<file path="config.mk">
export PLATFORM = sky130hd
export DESIGN_NAME = imm_decode_ctrl
export DESIGN_NICKNAME = d
export VERILOG_FILES = /design/src/rtl/imm_decode_ctrl_pkg.sv /design/src/rtl/imm_decode_ctrl_extend.sv /design/src/rtl/imm_decode_ctrl_src_decode.sv /design/src/rtl/imm_decode_ctrl.sv
export SDC_FILE = /design/constraint.sdc
export NUM_CORES = 1
export LEC_CHECK = 0
export BUFFER_PORTS_ARGS = -buffer_cell sky130_fd_sc_hd__clkbuf_2
export CORE_MARGIN = 1.5
export CORE_UTILIZATION = 45
export DETAILED_ROUTE_END_ITERATION = 7
export GPL_TIMING_DRIVEN = 0
export PLACE_DENSITY = 0.67
export SYNTH_ARGS = -nofsm -noshare
export SYNTH_HDL_FRONTEND = slang
export SYNTH_SLANG_ARGS = --single-unit
</file>
<file path="constraint.sdc">
create_clock -name clk -period 4.2 [get_ports clk]
set_clock_uncertainty 0.2 [all_clocks]
set_input_delay 0.63 -clock clk [delete_from_list [all_inputs] [get_ports clk]]
set_output_delay 0.63 -clock clk [all_outputs]
set_load 0.05 [all_outputs]
</file>
<file path="src/rtl/imm_decode_ctrl_pkg.sv">
// -----------------------------------------------------------------------------
// imm_pkg: shared definitions for the decode-stage immediate controller.
//   - RV opcode constants (instr[6:0])
//   - immediate-format select encoding (IMM_I .. IMM_CSR)
//   - decode_slot_t: one pipeline slot, used for both the main and skid registers
//   - state_t: slot occupancy state of the controller
// Optional feature macro used by the importing modules: IMM_DECODE_CSR_EN
// -----------------------------------------------------------------------------
package imm_pkg;

  localparam int DATA_W = 32;
  localparam int SRC_W  = 3;

  // Opcodes recognised by the decoder
  localparam logic [6:0] OPC_LOAD     = 7'b0000011;
  localparam logic [6:0] OPC_LOAD_FP  = 7'b0000111;
  localparam logic [6:0] OPC_OP_IMM   = 7'b0010011;
  localparam logic [6:0] OPC_AUIPC    = 7'b0010111;
  localparam logic [6:0] OPC_STORE    = 7'b0100011;
  localparam logic [6:0] OPC_STORE_FP = 7'b0100111;
  localparam logic [6:0] OPC_OP       = 7'b0110011;
  localparam logic [6:0] OPC_LUI      = 7'b0110111;
  localparam logic [6:0] OPC_OP_FP    = 7'b1010011;
  localparam logic [6:0] OPC_BRANCH   = 7'b1100011;
  localparam logic [6:0] OPC_JALR     = 7'b1100111;
  localparam logic [6:0] OPC_JAL      = 7'b1101111;
  localparam logic [6:0] OPC_SYSTEM   = 7'b1110011;

  // Immediate-format select encoding
  localparam logic [SRC_W-1:0] IMM_I    = 3'b000;
  localparam logic [SRC_W-1:0] IMM_S    = 3'b001;
  localparam logic [SRC_W-1:0] IMM_B    = 3'b010;
  localparam logic [SRC_W-1:0] IMM_J    = 3'b011;
  localparam logic [SRC_W-1:0] IMM_UIMM = 3'b100;
  localparam logic [SRC_W-1:0] IMM_U    = 3'b101;
  localparam logic [SRC_W-1:0] IMM_CSR  = 3'b110;

  typedef struct packed {
    logic [DATA_W-1:0] instr;
    logic [DATA_W-1:0] pc;
    logic [DATA_W-1:0] imm;
    logic [SRC_W-1:0]  imm_src;
    logic              has_imm;
    logic              illegal;
  } decode_slot_t;

  typedef enum logic [1:0] {
    ST_EMPTY = 2'b00,
    ST_FULL1 = 2'b01,
    ST_FULL2 = 2'b10
  } state_t;

endpackage

</file>
<file path="src/rtl/imm_decode_ctrl_extend.sv">
// -----------------------------------------------------------------------------
// imm_extend: immediate extender. Builds the 32-bit immediate for the
// selected format from the instruction body.
// Ports:
//   instr   in  25 instr[31:7] (opcode bits are not needed)
//   imm_src in  3  format select
//   imm     out 32 extended immediate (0 for unknown selects)
// -----------------------------------------------------------------------------
module imm_extend
  import imm_pkg::*;
(
  input  logic [31:7]       instr,
  input  logic [SRC_W-1:0]  imm_src,
  output logic [DATA_W-1:0] imm
);

  // Assemble and extend the immediate for the requested format
  always_comb begin
    imm = 32'h0000_0000;
    case (imm_src)
      IMM_I:    imm = {{20{instr[31]}}, instr[31:20]};
      IMM_S:    imm = {{20{instr[31]}}, instr[31:25], instr[11:7]};
      IMM_B:    imm = {{19{instr[31]}}, instr[31], instr[7], instr[30:25], instr[11:8], 1'b0};
      IMM_J:    imm = {{11{instr[31]}}, instr[31], instr[19:12], instr[20], instr[30:21], 1'b0};
      IMM_UIMM: imm = {27'h0, instr[24:20]};
      IMM_U:    imm = {instr[31:12], 12'h000};
      IMM_CSR:  imm = {27'h0, instr[19:15]};
      default:  imm = 32'h0000_0000;
    endcase
  end

endmodule

</file>
<file path="src/rtl/imm_decode_ctrl_src_decode.sv">
// -----------------------------------------------------------------------------
// imm_src_decode: combinational opcode classifier.
// Ports:
//   opcode  in  7  instr[6:0]
//   funct3  in  3  instr[14:12]
//   imm_src out 3  immediate-format select for the extender
//   has_imm out 1  instruction carries an immediate
//   illegal out 1  opcode not recognised
// Optional: IMM_DECODE_CSR_EN routes csrrwi/csrrsi/csrrci to IMM_CSR.
// -----------------------------------------------------------------------------
module imm_src_decode
  import imm_pkg::*;
(
  input  logic [6:0]       opcode,
  input  logic [2:0]       funct3,
  output logic [SRC_W-1:0] imm_src,
  output logic             has_imm,
  output logic             illegal
);

  // Classify the opcode into a format select plus immediate/illegal flags
  always_comb begin
    imm_src = IMM_I;
    has_imm = 1'b0;
    illegal = 1'b0;
    case (opcode)
      OPC_LOAD, OPC_LOAD_FP, OPC_JALR: begin
        imm_src = IMM_I;
        has_imm = 1'b1;
      end
      OPC_SYSTEM: begin
        has_imm = 1'b1;
`ifdef IMM_DECODE_CSR_EN
        // funct3[2] set marks the immediate-operand CSR forms (101/110/111)
        if (funct3[2] && (funct3[1:0] != 2'b00)) begin
          imm_src = IMM_CSR;
        end else begin
          imm_src = IMM_I;
        end
`else
        imm_src = IMM_I;
`endif
      end
      OPC_OP_IMM: begin
        has_imm = 1'b1;
        // slli/srli/srai take a 5-bit shift amount instead of a signed imm
        if ((funct3 == 3'b001) || (funct3 == 3'b101)) begin
          imm_src = IMM_UIMM;
        end else begin
          imm_src = IMM_I;
        end
      end
      OPC_STORE, OPC_STORE_FP: begin
        imm_src = IMM_S;
        has_imm = 1'b1;
      end
      OPC_BRANCH: begin
        imm_src = IMM_B;
        has_imm = 1'b1;
      end
      OPC_JAL: begin
        imm_src = IMM_J;
        has_imm = 1'b1;
      end
      OPC_LUI, OPC_AUIPC: begin
        imm_src = IMM_U;
        has_imm = 1'b1;
      end
      OPC_OP, OPC_OP_FP: begin
        imm_src = IMM_I;
        has_imm = 1'b0;
      end
      default: begin
        imm_src = IMM_I;
        has_imm = 1'b0;
        illegal = 1'b1;
      end
    endcase
  end

endmodule

</file>
<file path="src/rtl/imm_decode_ctrl.sv">
// -----------------------------------------------------------------------------
// imm_decode_ctrl: decode-stage controller around the immediate extender.
// Decodes the incoming instruction on the input path and registers
// {instr, pc, imm, imm_src, has_imm, illegal} into a valid/ready slot backed
// by a one-word skid register, so a full-rate stream survives backpressure.
// Ports:
//   clk, rstn      clock, synchronous active-low reset
//   flush          drop held and incoming instructions (branch redirect)
//   in_valid/in_ready/in_instr/in_pc        upstream handshake + payload
//   out_valid/out_ready                     downstream handshake
//   out_instr/out_pc/out_imm/out_imm_src/out_has_imm/out_illegal  decoded slot
// Optional: IMM_DECODE_CSR_EN (zero-extended uimm for csrr*i, select 110).
// -----------------------------------------------------------------------------
module imm_decode_ctrl
  import imm_pkg::*;
#(
  parameter int XLEN      = DATA_W,
  parameter int IMM_SRC_W = SRC_W
) (
  input  logic                 clk,
  input  logic                 rstn,
  input  logic                 flush,
  input  logic                 in_valid,
  output logic                 in_ready,
  input  logic [XLEN-1:0]      in_instr,
  input  logic [XLEN-1:0]      in_pc,
  output logic                 out_valid,
  input  logic                 out_ready,
  output logic [XLEN-1:0]      out_instr,
  output logic [XLEN-1:0]      out_pc,
  output logic [XLEN-1:0]      out_imm,
  output logic [IMM_SRC_W-1:0] out_imm_src,
  output logic                 out_has_imm,
  output logic                 out_illegal
);

  state_t           state_r;
  decode_slot_t     main_r;
  decode_slot_t     skid_r;
  decode_slot_t     in_slot_s;
  logic             out_valid_r;
  logic             in_ready_r;
  logic [SRC_W-1:0] imm_src_s;
  logic             has_imm_s;
  logic             illegal_s;
  logic [DATA_W-1:0] imm_ext_s;
  logic             in_fire_s;
  logic             out_fire_s;

  imm_src_decode u_src_decode (
    .opcode  (in_instr[6:0]),
    .funct3  (in_instr[14:12]),
    .imm_src (imm_src_s),
    .has_imm (has_imm_s),
    .illegal (illegal_s)
  );

  imm_extend u_extend (
    .instr   (in_instr[31:7]),
    .imm_src (imm_src_s),
    .imm     (imm_ext_s)
  );

  assign in_fire_s  = in_valid & in_ready_r;
  assign out_fire_s = out_valid_r & out_ready;

  // Pack the decoded input word; instructions without an immediate carry 0
  always_comb begin
    in_slot_s.instr   = in_instr;
    in_slot_s.pc      = in_pc;
    in_slot_s.imm_src = imm_src_s;
    in_slot_s.has_imm = has_imm_s;
    in_slot_s.illegal = illegal_s;
    if (has_imm_s) begin
      in_slot_s.imm = imm_ext_s;
    end else begin
      in_slot_s.imm = 32'h0000_0000;
    end
  end

  // Slot occupancy FSM with registered handshake outputs; flush beats handshakes
  always_ff @(posedge clk) begin
    if (!rstn) begin
      state_r     <= ST_EMPTY;
      main_r      <= '0;
      skid_r      <= '0;
      out_valid_r <= 1'b0;
      in_ready_r  <= 1'b1;
    end else if (flush) begin
      state_r     <= ST_EMPTY;
      skid_r      <= '0;
      out_valid_r <= 1'b0;
      in_ready_r  <= 1'b1;
    end else begin
      case (state_r)
        ST_EMPTY: begin
          if (in_fire_s) begin
            main_r      <= in_slot_s;
            out_valid_r <= 1'b1;
            state_r     <= ST_FULL1;
          end
        end
        ST_FULL1: begin
          if (in_fire_s && out_fire_s) begin
            main_r <= in_slot_s;
          end else if (in_fire_s) begin
            // Downstream stalled: park the new word behind the main slot
            skid_r     <= in_slot_s;
            in_ready_r <= 1'b0;
            state_r    <= ST_FULL2;
          end else if (out_fire_s) begin
            out_valid_r <= 1'b0;
            state_r     <= ST_EMPTY;
          end
        end
        ST_FULL2: begin
          if (out_fire_s) begin
            main_r     <= skid_r;
            skid_r     <= '0;
            in_ready_r <= 1'b1;
            state_r    <= ST_FULL1;
          end
        end
        default: begin
          state_r     <= ST_EMPTY;
          skid_r      <= '0;
          out_valid_r <= 1'b0;
          in_ready_r  <= 1'b1;
        end
      endcase
    end
  end

  assign in_ready    = in_ready_r;
  assign out_valid   = out_valid_r;
  assign out_instr   = main_r.instr;
  assign out_pc      = main_r.pc;
  assign out_imm     = main_r.imm;
  assign out_imm_src = main_r.imm_src;
  assign out_has_imm = main_r.has_imm;
  assign out_illegal = main_r.illegal;

endmodule

</file>
# Word-level counts from Yosys, hierarchy flattened
# Cells that the tools add are included.
# Widths: inputs -> output; s select.
# op_classes
n_mux	28
n_bitwise	6
eq_ne	31
n_reduce_logical	14
# ops
op	count
$pmux 101 s3	2
$mux 101	5
$pmux 32 s7	1
$eq 7x7->1 const B	5
$mux 32	1
$eq 7x6->1 const B	4
$pmux 3 s5	1
$eq 7x5->1 const B	2
$ne 2x2->1 const B	7
$reduce_or 13->1	1
$eq 3x3->1 const B	4
$reduce_or 11->1	1
$mux 2	5
$reduce_and 5->1	2
$mux 1	9
$reduce_and 4->1	2
$eq 7x2->1 const B	1
$eq 7x3->1 const B	1
$eq 3x1->1 const B	2
$eq 3x2->1 const B	2
$pmux 1 s3	2
$pmux 2 s3	1
$reduce_or 2->1	3
$not 1->1	4
other kinds (10)	11
# totals
elab_cells	94
inputBits	69
output_inout_bits	103
register_bits	206

# Longest topological paths before layout
# depth
depth_word	10
depth_mapped	9
ltp_nobuf	5

# Hierarchy
# A second synthesis with hierarchy kept.
# unflattened
hier_cells	1133
area_unflattened_um2	9550.4
# modules_own_cells
mod	area_each_um2	cells_per_inst	seq_area_each_um2	n_inst
imm_decode_ctrl	8887.3	1040	4124.0	1
imm_extend	520.5	70	0.0	1
imm_src_decode	142.6	23	0.0	1

# Worst setup path before layout
# OpenSTA, ideal clock, no wires.
# synth_path
path_kind	reg2reg
start	reg in_ready_r (netlist: in_ready)
end	reg main_r, in the netlist out_imm[12]
setup_ns	0.148
stages_incl_launch_ff	7
t_arrival_ns	2.044
period_less_slack_ns	2.392
path_slack_ns	1.808
cell_sequence	dfxtp_1 -> nand2_1 -> or3_1 -> a21o_1 -> buf_2 -> nor2_1 -> a221oi_1
# synth_via
elab_chain_len	4
word_cells_on_any_way	5
# synth_rtl
element	line_no	source
start, declared	imm_decode_ctrl.sv:42	logic in_ready_r;
start signal, assigned	imm_decode_ctrl.sv:88	in_ready_r <= 1'b1;
start signal, assigned	imm_decode_ctrl.sv:93	in_ready_r <= 1'b1;
start signal, assigned	imm_decode_ctrl.sv:109	in_ready_r <= 1'b0;
$and 1x1->1 *	imm_decode_ctrl.sv:64	assign in_fire_s = in_valid & in_ready_r;
$logic_and 1x1->1	imm_decode_ctrl.sv:104	if (in_fire_s && out_fire_s) begin
$ne 2x2->1 (no source line)	--	
$reduce_and 5->1 (no source line) *	--	
end signal, assigned	imm_decode_ctrl.sv:98	main_r <= in_slot_s;
end signal, assigned	imm_decode_ctrl.sv:105	main_r <= in_slot_s;
end signal, assigned	imm_decode_ctrl.sv:118	main_r <= skid_r;
end, declared	imm_decode_ctrl.sv:38	decode_slot_t main_r;
# Mark *: on every way between the ends. The rest lies on a longest branch, timed or not.
# A chain may end at the register's enable or synchronous reset.

# Worst setup path after layout
# layout_path
start	reg state_r[1]
end	reg main_r, in the netlist out_imm_src[0]
# layout_via
elab_chain_len	3
word_cells_on_any_way	9
# layout_rtl
element	line_no	source
start, declared	imm_decode_ctrl.sv:37	state_t state_r;
start signal, assigned	imm_decode_ctrl.sv:84	state_r <= ST_EMPTY;
start signal, assigned	imm_decode_ctrl.sv:90	state_r <= ST_EMPTY;
start signal, assigned	imm_decode_ctrl.sv:100	state_r <= ST_FULL1;
$eq 2x1->1 (tied with other cells)	imm_decode_ctrl.sv:95	case (state_r)
$ne 2x2->1 (no source line) or $reduce_bool 3->1 (tied branches)	--	
$reduce_and 5->1 (no source line)	--	
# Parallel ways exist; a longest one is shown, timed or not.

==> impl_metrics.yaml <==
cts:
  clk_path_buf_depth: 3
  clkLatencyLatePin_ps: 510
  ctsResizeCount: 0
  cts.sinks: 206
  cts_setup_buffers: 0
  cts.htree.levels: 1
  clock-root-buffer: "clkbuf_16"
  cts_made_buffers: 22
  cts_tree: "yes"
  clk_pin_slew_ps: 60
  holdBufCountCts: 0
power_and_ir_drop:
  finalPower_w: 0.00478
  power_density_nw_per_um2: 457
  vdd_drop_max_v: 0.000277
  p_leak_nw: 4.92
worst_setup_path:
  cp.arrival_ps: 2930
  critical_path_required_ps: 4430
  cp-end-kind: "flop"
  start_kind: "flop"
  cp_max_fo: 10
  path_class: "flop to flop"
route:
  wl_um: 26000
  antenna_left: 0
  route.met3.wl_um: 2130
  drcViolationCount: 0
  vias_per_cell: 5.78
  vias: 8288
  drt-met1-wl_um: 11500
  post_drt_wl_per_cell_um: 18.1
  first_iter_violations: 591
  highest_layer: "met5"
  wl_met2_um: 11900
  drt_pass1_iterations: 5
floorplan:
  start_util: 0.458
  fp.dieArea_um2: 19900
  die-width_um: 141
  core_area_um2: 18700
  floorplan.rows: 50
  io_pins: 172
  die_h_um: 141
yosys:
  ys_seq_elements: 206
  synth_top_cell_area_share: 0.481
  synth_edf_count: 0
  synth_ff_type: "dfxtp_1"
  yosysTopAreaCell: "dfxtp_1"
  synth_most_common_cell: "dfxtp_1"
  yosysWarnings: 0
  yosysSeqAreaShare: 0.481
  async_flop_share: 0
  synthTopCellsByArea: "dfxtp_1, o211a_1, nand2_1, a22oi_1, nor2_1"
  syn_inst: 992
  synthDistinctLibCells: 54
  synth_fp_nets: 1061
  avgSynthCellArea_um2: 8.64
  synth.cells.most_frequent: "dfxtp_1, nand2_1, nor2_1"
  synth.cell_area_um2: 8570
sta:
  slew_violations: 0
  clock.fmax_mhz: 371
  rsz0062_at_grt: "false"
  worst_pin_slew_ps: 1220
  finalHoldViolCount: 0
  relSlewSlack: 0.180
  period_needed_ps: 2700
  setup_viol: 0
  tns_ps: 0
  fin_crit_sh: 0.642
run_status:
  outcome: "finished, final reports clean"
place:
  place_hpwl_um: 18400
  port_buffers: 170
  routabilityCongestion: 0.883
  dpl.cell_count: 1396
grt:
  grt_util_all_layers: 0.255
  grt_pass1_wl_um: 40500
  grt_max_degree: 14
  grt_pass1_vias: 7652
  overflow: 0
  antenna_found_initial: 1
cells_and_area:
  seqCellArea_um2: 4120
  syn_to_final_growth_pct: 22.0
  final_layout_size_suffix_gt1_frac: 0.200
  antenna_cells: 0
  stdcell_count: 1435
  fill_cells: 1770
  fin_nets: 1255
  multi_input_area_um2: 4060
flow_run:
  cap_violations: 0
min_path:
  hp-class: "primary input to flop"
## registers in the layout (all words and copies together) (netlist names), 2 cells and up
register and count:
out_imm_src 3, state_r 2, out_instr 32, out_pc 32, skid_r 101, out_imm 32
## cells in the final DEF (no fill, tap or decap), drive strengths merged, types with 9 or more instances in the layout
cell type and instances:
a21o 9, a21oi 57, a221oi 19, a22o 15
a22oi 67, and2 14, buf 36, clkbuf 259
dfxtp 206, nand2 146, nand3 70, nor2 102
o211a 65, o21ai 56, o2bb2ai 13
## critical path: stages, from the launching register on
cell and delay [ps]:
dfxtp_1 300, buf_2 210, nor2b_1 140, buf_2 250, buf_1 520, buf_1 580, a21oi_1 230, a21oi_1 190
## metrics by stage
step | instance area [µm²] | util | setup WS (ps) | hold slack, ps
after floorplan | 8570 | - | 1810 | 226
after global placement | 9710 | 0.519 | 1270 | 235
after detailed placement | 9710 | 0.519 | 1230 | 239
after CTS | 10500 | 0.559 | 1520 | 175
after global routing | 10500 | 0.559 | 1350 | 199
final | 10500 | 0.559 | 1500 | 189
## logic make-up after synthesis
logic type	after synthesis	share of synthesized area
buf+inv	93	0.0447
compound gates	324	0.279
flops	206	0.481
mux	3	0.00350
simple gates	366	0.191
## worst paths after layout
kind,from,end,slack (ps),cells past startpoint
worst max-delay path,state_r[1],out_imm_src[0],1500,7
worst min-delay path,in_pc[1],skid_r[38],190,3
worst max register to register,state_r[1],out_imm_src[0],1500,7
worst min register to register,skid_r[24],skid_r[24],250,1
## final cells by class
class / instances / share of cell area
buffer: 90 / 0.0356
clock buffer: 35 / 0.0642
clock inverter: 4 / 0.00670
inverter: 3 / 0.00108
multi-input combinational: 693 / 0.389
sequential: 206 / 0.395
tap: 234 / 0.0280
timing repair buffer: 170 / 0.0814
## metal layers
| layer | global-route usage | vias to the layer above |
|---|---|---|
| met3 | 0.0523 | 37 |
| met2 | 0.407 | 332 |
| met4 | 0.0702 | 2 |
| met5 | 0 | - |
| met1 | 0.350 | 3947 |
| li1 | - | 3970 |
## report_power, final
group	switching (W)	internal (W)	leakage, nW
clock	0.000773	0.00121	0.364
sequential	0.0000451	0.00203	1.68
combinational	0.000531	0.000183	2.88
total	0.00135	0.00343	4.92
Power figures use the tool's default switching activity.
